--- src/rtl/bus_pkg.sv ---
`default_nettype none
// ============================================================================
//  Module      : bus_pkg
//  Description : Shared definitions for the peripheral-bus master bridge:
//                FSM state encoding, bus field widths and the default
//                timeout / error-read-data constants.
//  Revision    : 1.0  initial release
// ============================================================================
package bus_pkg;

    localparam int BUS_AW = 32;
    localparam int BUS_DW = 32;
    localparam int BUS_SW = 4;

    // Defaults used by the bridge parameters.
    localparam int unsigned      TIMEOUT_CYCLES_DEFAULT = 255;
    localparam logic [BUS_DW-1:0] ERR_RDATA_DEFAULT     = 32'h0000_0000;

    typedef enum logic [1:0] {
        IDLE   = 2'd0,
        ACCESS = 2'd1,
        RESP   = 2'd2
    } state_e;

endpackage
`default_nettype wire

--- src/rtl/bus_master_bridge.sv ---
`default_nettype none
// ============================================================================
//  Module      : bus_master_bridge
//  Description : Single-outstanding initiator on the peripheral bus. Takes one
//                command from a valid/ready source, drives one bus access,
//                waits for ack or a bounded timeout and returns read data plus
//                an error flag on a valid/ready response channel.
//  Ports       : clk_i, rst_i              clock, synchronous active-high reset
//                cmd_*                     command channel (valid/ready)
//                rsp_*                     response channel (valid/ready)
//                bus_*                     peripheral bus (ce/we/sel/addr/data/ack)
//                err_cnt_o                 saturating count of timeouts
//  Revision    : 1.0  initial release
// ============================================================================
module bus_master_bridge
    import bus_pkg::*;
#(
    parameter int unsigned       TIMEOUT_CYCLES = TIMEOUT_CYCLES_DEFAULT, // 1..255
    parameter logic [BUS_DW-1:0] ERR_RDATA      = ERR_RDATA_DEFAULT
) (
    input  logic              clk_i,
    input  logic              rst_i,

    input  logic              cmd_valid_i,
    output logic              cmd_ready_o,
    input  logic              cmd_we_i,
    input  logic [BUS_AW-1:0] cmd_addr_i,
    input  logic [BUS_DW-1:0] cmd_wdata_i,
    input  logic [BUS_SW-1:0] cmd_sel_i,

    output logic              rsp_valid_o,
    input  logic              rsp_ready_i,
    output logic [BUS_DW-1:0] rsp_rdata_o,
    output logic              rsp_err_o,

    output logic              bus_ce_o,
    output logic              bus_we_o,
    output logic [BUS_SW-1:0] bus_sel_o,
    output logic [BUS_AW-1:0] bus_addr_o,
    output logic [BUS_DW-1:0] bus_data_o,
    input  logic              bus_ack_i,
    input  logic [BUS_DW-1:0] bus_data_i,

    output logic [7:0]        err_cnt_o
);

    // Value of the timeout counter in the last cycle an ack is still honoured.
    localparam logic [7:0] TMO_LAST = 8'(TIMEOUT_CYCLES - 1);

    state_e     r_state;
    logic [7:0] r_tmo_cnt;

    // Ready is a pure decode of the state, so a command can never be taken in
    // the same edge that completes the response handshake.
    assign cmd_ready_o = (r_state == IDLE);

    always_ff @(posedge clk_i) begin
        if (rst_i) begin
            r_state     <= IDLE;
            r_tmo_cnt   <= 8'd0;
            bus_ce_o    <= 1'b0;
            bus_we_o    <= 1'b0;
            bus_sel_o   <= '0;
            bus_addr_o  <= '0;
            bus_data_o  <= '0;
            rsp_valid_o <= 1'b0;
            rsp_rdata_o <= '0;
            rsp_err_o   <= 1'b0;
            err_cnt_o   <= 8'd0;
        end else begin
            case (r_state)
                IDLE: begin
                    if (cmd_valid_i) begin
                        bus_we_o   <= cmd_we_i;
                        bus_addr_o <= cmd_addr_i;
                        bus_data_o <= cmd_wdata_i;
                        bus_sel_o  <= cmd_sel_i;
                        bus_ce_o   <= 1'b1;
                        r_tmo_cnt  <= 8'd0;
                        r_state    <= ACCESS;
                    end
                end

                ACCESS: begin
                    r_tmo_cnt <= r_tmo_cnt + 8'd1;
                    // Ack is checked first so an ack in the final timeout
                    // cycle still completes without error.
                    if (bus_ack_i) begin
                        bus_ce_o    <= 1'b0;
                        rsp_rdata_o <= bus_we_o ? '0 : bus_data_i;
                        rsp_err_o   <= 1'b0;
                        rsp_valid_o <= 1'b1;
                        r_state     <= RESP;
                    end else if (r_tmo_cnt == TMO_LAST) begin
                        bus_ce_o    <= 1'b0;
                        rsp_rdata_o <= bus_we_o ? '0 : ERR_RDATA;
                        rsp_err_o   <= 1'b1;
                        rsp_valid_o <= 1'b1;
                        if (err_cnt_o != 8'hFF) begin
                            err_cnt_o <= err_cnt_o + 8'd1;
                        end
                        r_state     <= RESP;
                    end
                end

                RESP: begin
                    if (rsp_ready_i) begin
                        rsp_valid_o <= 1'b0;
                        r_state     <= IDLE;
                    end
                end

                default: begin
                    r_state <= IDLE;
                end
            endcase
        end
    end

endmodule
`default_nettype wire

--- config.mk ---
export PLATFORM = sky130hd
export DESIGN_NAME = bus_master_bridge
export DESIGN_NICKNAME = d
export VERILOG_FILES = /design/src/rtl/bus_pkg.sv /design/src/rtl/bus_master_bridge.sv
export SDC_FILE = /design/constraint.sdc
export NUM_CORES = 1
export LEC_CHECK = 0
export ABC_AREA = 0
export BUFFER_PORTS_ARGS = -buffer_cell sky130_fd_sc_hd__buf_2
export CORE_MARGIN = 2
export CORE_UTILIZATION = 45
export CTS_CLUSTER_DIAMETER = 80
export DETAILED_ROUTE_END_ITERATION = 10
export PLACE_DENSITY_LB_ADDON = 0.12
export SLEW_MARGIN = 20
export SYNTH_ARGS = -nofsm -noshare
export SYNTH_HDL_FRONTEND = slang
export SYNTH_SLANG_ARGS = --single-unit
--- constraint.sdc ---
create_clock -name clk_i -period 1.8 [get_ports clk_i]
set_input_delay 0.09 -clock clk_i [delete_from_list [all_inputs] [get_ports clk_i]]
set_output_delay 0.09 -clock clk_i [all_outputs]
set_load 0.005 [all_outputs]
After elaboration in Yosys (flattened, before gate mapping)
Cells that the tools add are included.
{"block": "word_totals", "out_inout_bits": 113, "word_cells": 51, "ff_bits": 122}
{"block": "classes", "n_reduce_logical": 11, "mux": 19, "bitwise_logic": 1, "eq_ne": 7, "add_sub_neg": 2}
{"op": "$mux W32", "count": 3}
{"op": "$add A8 B1 Y8 const B", "count": 2}
{"op": "$pmux W8 S2", "count": 1}
{"op": "$reduce_and A3 Y1", "count": 3}
{"op": "$eq A8 B8 Y1 const B", "count": 1}
{"op": "$mux W2", "count": 4}
{"op": "$mux W8", "count": 1}
{"op": "$ne A8 B8 Y1 const B", "count": 1}
{"op": "$mux W1", "count": 7}
{"op": "$pmux W2 S3", "count": 1}
{"op": "$reduce_and A2 Y1", "count": 3}
{"op": "$reduce_bool A2 Y1", "count": 3}
{"op": "$ne A2 B2 Y1 const B", "count": 2}
{"op": "$pmux W1 S2", "count": 2}
{"op": "$reduce_and A4 Y1", "count": 1}
{"op": "$ne A3 B3 Y1 const B", "count": 1}
{"op": "$eq A2 B1 Y1 const B", "count": 1}
{"op": "$eq A2 B2 Y1 const B", "count": 1}
{"op": "$logic_not A2 Y1", "count": 1}
{"op": "$not A1 Y1", "count": 1}

Logic depth before layout (Yosys ltp)
{"block": "depth", "depth_word": 4, "depth_mapped": 7, "depth_no_buf": 6}

Least setup slack after synthesis
Ideal clock, no wire load.
{"block": "synth_path", "kind": "flip-flop to flip-flop", "startpoint": "register r_tmo_cnt[0]", "endpoint": "register err_cnt_o[0]", "path_slack_ns": 0.185, "period_less_slack_ns": 1.615, "t_arrival_ns": 1.494, "n_path_buf": 0, "setup_time_ns": 0.121, "required_time_ns": 1.679, "stages_incl_launch_ff": 7, "path_cell_list": "dfxtp_1 -> inv_1 -> ha_1 -> and3_1 -> nand2_2 -> nor4_2 -> mux2_2"}
{"block": "synth_between", "elab_chain_cells": 2}
{"item": "start: declaration", "line": "bus_master_bridge.sv:51", "source": "logic [7:0] r_tmo_cnt;"}
{"item": "start signal: assignment", "line": "bus_master_bridge.sv:85", "source": "r_tmo_cnt <= r_tmo_cnt + 8'd1;"}
{"item": "$eq A8 B8 Y1", "line": "bus_master_bridge.sv:94", "source": "end else if (r_tmo_cnt == TMO_LAST) begin"}
{"item": "$reduce_and A4 Y1 (no source line)"}
{"item": "end signal: assignment", "line": "bus_master_bridge.sv:100", "source": "err_cnt_o <= err_cnt_o + 8'd1;"}
{"item": "end: declaration", "line": "bus_master_bridge.sv:44", "source": "output logic [7:0] err_cnt_o"}
No other way between the ends.
A chain may end at the register's enable or synchronous reset.

Final worst setup path
{"block": "layout_path", "startpoint": "register r_tmo_cnt[0]", "endpoint": "register rsp_rdata_o[20]"}
{"block": "layout_between", "elab_chain_cells": 3}
{"item": "$eq A8 B8 Y1", "line": "bus_master_bridge.sv:94"}
{"item": "$reduce_bool A2 Y1 (no source line)"}
{"item": "$reduce_and A2 Y1 (no source line)"}
{"item": "end signal: assignment", "line": "bus_master_bridge.sv:90", "source": "rsp_rdata_o <= bus_we_o ? '0 : bus_data_i;"}
{"item": "end signal: assignment", "line": "bus_master_bridge.sv:96", "source": "rsp_rdata_o <= bus_we_o ? '0 : ERR_RDATA;"}
{"item": "end: declaration", "line": "bus_master_bridge.sv:33", "source": "output logic [BUS_DW-1:0] rsp_rdata_o,"}
No other way between the ends.

==> run_results.csv <==
group,metric,value,unit
outcome,outcome,"complete, no violations",
synthesis,ys_warn_count,0,
worst_setup_path,cp_max_fo,16,
route,vias,4692,
timing,hold_viol,0,
placement,hpwl,7867,microns
layout,synthToLayoutAreaGrowth,64.16,%
synthesis,ys_async_sr_fraction,0,%
route,dr.first_iter.drc_count,188,
worst_setup_path,start_kind,"flop",
synthesis,synth_edf_count,0,
die,core,9594,sq um
placement,portBuffers,218,
synthesis,netlist_instances,494,
job,drv_cap,0,
power,leakagePower,3.314,nW
global_route,antenna_found_initial,0,
synthesis,synth_nets,603,
timing,skew,5.213,ps
power,ir_drop,483.7,uV
timing,setup_viol,0,
route,dr.pass1.iters,4,
layout,mostFrequentLayoutCells,"buf_2 (218), nand2_1 (149), dfxtp_1 (122)",
worst_setup_path,crit_type,"flop to flop",
clock_tree,insertion_delay,510,ps
worst_setup_path,worstPathRequired,2250,ps
timing,tightest_slew,468.4,ps
die,dieHeight,102.7,microns
worst_setup_path,critPathArrivalTime,2160,ps
synthesis,netlist_area,4384,sq um
route,ant_nets,0,
clock_tree,cts_buffer_depth,2,
hold_path,hold_class,"primary input to flop",
placement,routabilityCongestion,0.8600,
route,drcViolationCount,0,
synthesis,ys_types,47,
layout,diodes,0,
global_route,grt_pass1_vias,4353,
global_route,grt_first_pass_wirelength,19310,microns
die,die-area,10550,sq um
die,io_pins,219,
die,die_width,102.7,microns
clock_tree,htree_levels,4,
synthesis,yosysSeqAreaShare,55.71,%
clock_tree,cts_buffers,17,
timing,min_period,1714,ps
timing,fin_setup_tns,0,ps
die,start_util,45.70,%
synthesis,ys_ff_latch,122,
synthesis,synth-main-ff-cell,"dfxtp_1",
global_route,grt_use_total,23.43,%
timing,fmaxAchievable,583.3,MHz
timing,slew_headroom,68.78,%
clock_tree,clock_sinks,122,
route,viasPerCell,4.908,
synthesis,synth.avg_cell_area,8.875,sq um
worst_setup_path,end_kind,"flop",
global_route,grt_max_degree,47,
synthesis,yosysTopAreaCell,"dfxtp_1",
route,routedWlPerCell,13.66,microns
power,power_density,921.3,nW/um^2
layout,layout_commonest_cell,"buf_2",
timing,hold_ws,21.87,ps
timing,rsz0062_at_grt,"no",
layout,drive_gt1_share,32.81,%
layout,nets,921,
synthesis,synth_top_area_share,55.71,%
clock_tree,path_clk_slew,50,ps
global_route,grt_overflow,0,
synthesis,ys_top_cells_by_area,"dfxtp_1 (56%), nand2_1 (13%), a21oi_1 (9.2%), a22o_1 (6.4%), buf_2 (1.9%)",
timing,fin_crit_sh,95.24,%
timing,drv_slew,0,
layout,nFillCells,671,
clock_tree,cts-root-buf,"clkbuf_8",
route,totalWireLength,13060,microns
die,rows,36,
clock_tree,cts_setup_buffers,0,
clock_tree,cts_tree,"done",
## routing by layer
metal,wire length [microns],part of all wire (%),vias up,track usage [%]
met5,0,0,-,0
met1,5273,40,2175,25.73
li1,-,-,2332,-
met4,344,2.6,0,11.49
met2,6569,50,157,40.42
met3,875,6.7,28,8.068
## critical path, cell delays in order, from the launching register on
cell and delay, ps:
dfxtp_1 390, inv_1 60, ha_1 190, and3_1 220
a21o_1 240, a21oi_4 210, clkbuf_16 210, a22o_1 140
## cell families (layout without fill, tap and decap cells)
| family | count (synthesis) | in the layout | synth area share (%) |
|---|---|---|---|
| flip-flops | 122 | 122 | 55.71 |
| buffers and inverters | 38 | 367 | 4.081 |
| multiplexers | 3 | 3 | 0.7420 |
| AND/OR/NAND/NOR | 195 | 195 | 19.29 |
| XOR/XNOR | 1 | 1 | 0.1998 |
| AO/OA/AOI/OAI | 132 | 132 | 19.12 |
| adder cells (fa/ha/maj) | 3 | 3 | 0.8563 |
## worst paths after layout
path | end | depth (start not counted) | startpoint | slack [ps]
min reg2reg | bus_addr_o[17] | 2 | bus_addr_o[17] | 450
min | r_tmo_cnt[0] | 2 | rst_i | 20
max | rsp_rdata_o[20] | 7 | r_tmo_cnt[0] | 90
max reg2reg | rsp_rdata_o[20] | 7 | r_tmo_cnt[0] | 90
## cells in the mapped netlist, types with 2 or more instances
library cell	n
nor2b_1	2
ha_1	3
a22o_1	32
buf_4	4
o311ai_0	2
o211ai_1	3
a211oi_1	3
clkbuf_1	12
dfxtp_1	122
a21oi_1	81
o31ai_1	3
inv_1	4
nor2_1	14
nand3_1	3
nand2_1	149
buf_2	17
or3_1	3
nor3_1	2
or4_1	3
nand4_1	5
## layout make-up
type	instances	area [sq um]	share of cell area, %
flip-flops and latches	122	2442	33.94
repair buffers	333	2267	31.50
multi-input cells	334	1797	24.97
clock buffers	21	459.2	6.380
well taps	133	166.4	2.312
clock inverters	9	50.05	0.6954
inverters	4	15.01	0.2086
## state kept, by name, indices dropped and copies added, names as in the netlist
signal       count
rsp_rdata_o     32
err_cnt_o        8
rsp_err_o        1
bus_addr_o      32
bus_sel_o        4
bus_data_o      32
bus_ce_o         1
r_tmo_cnt        8
r_state          2
bus_we_o         1
rsp_valid_o      1
## through the flow
step	instance area, sq um	util (%)	setup slack [ps]	std cells	total power [mW]
CTS	7149	74.52	62.24	955	6.654
global route	7197	75.01	2.534	956	6.905
global placement	5609	58.46	131.3	822	3.587
floorplan	4384	-	185.1	494	3.279
detailed placement	5609	58.46	67.82	822	3.604
finish	7197	75.01	85.65	956	6.631
## what timing repair did
item	4_1_cts	5_1_grt
gates resized for setup	0	3
hold buffers	103	0
endpoints found under the setup margin	0	5
hold endpoints to repair	105	0
## power breakdown
part | switching, mW | total [mW] | internal, mW
clock | 1.12 | 2.88 | 1.76
combinational | 0.384 | 0.836 | 0.453
sequential | 0.0724 | 2.91 | 2.84
total | 1.58 | 6.63 | 5.05
Power figures use the tool's default switching activity.
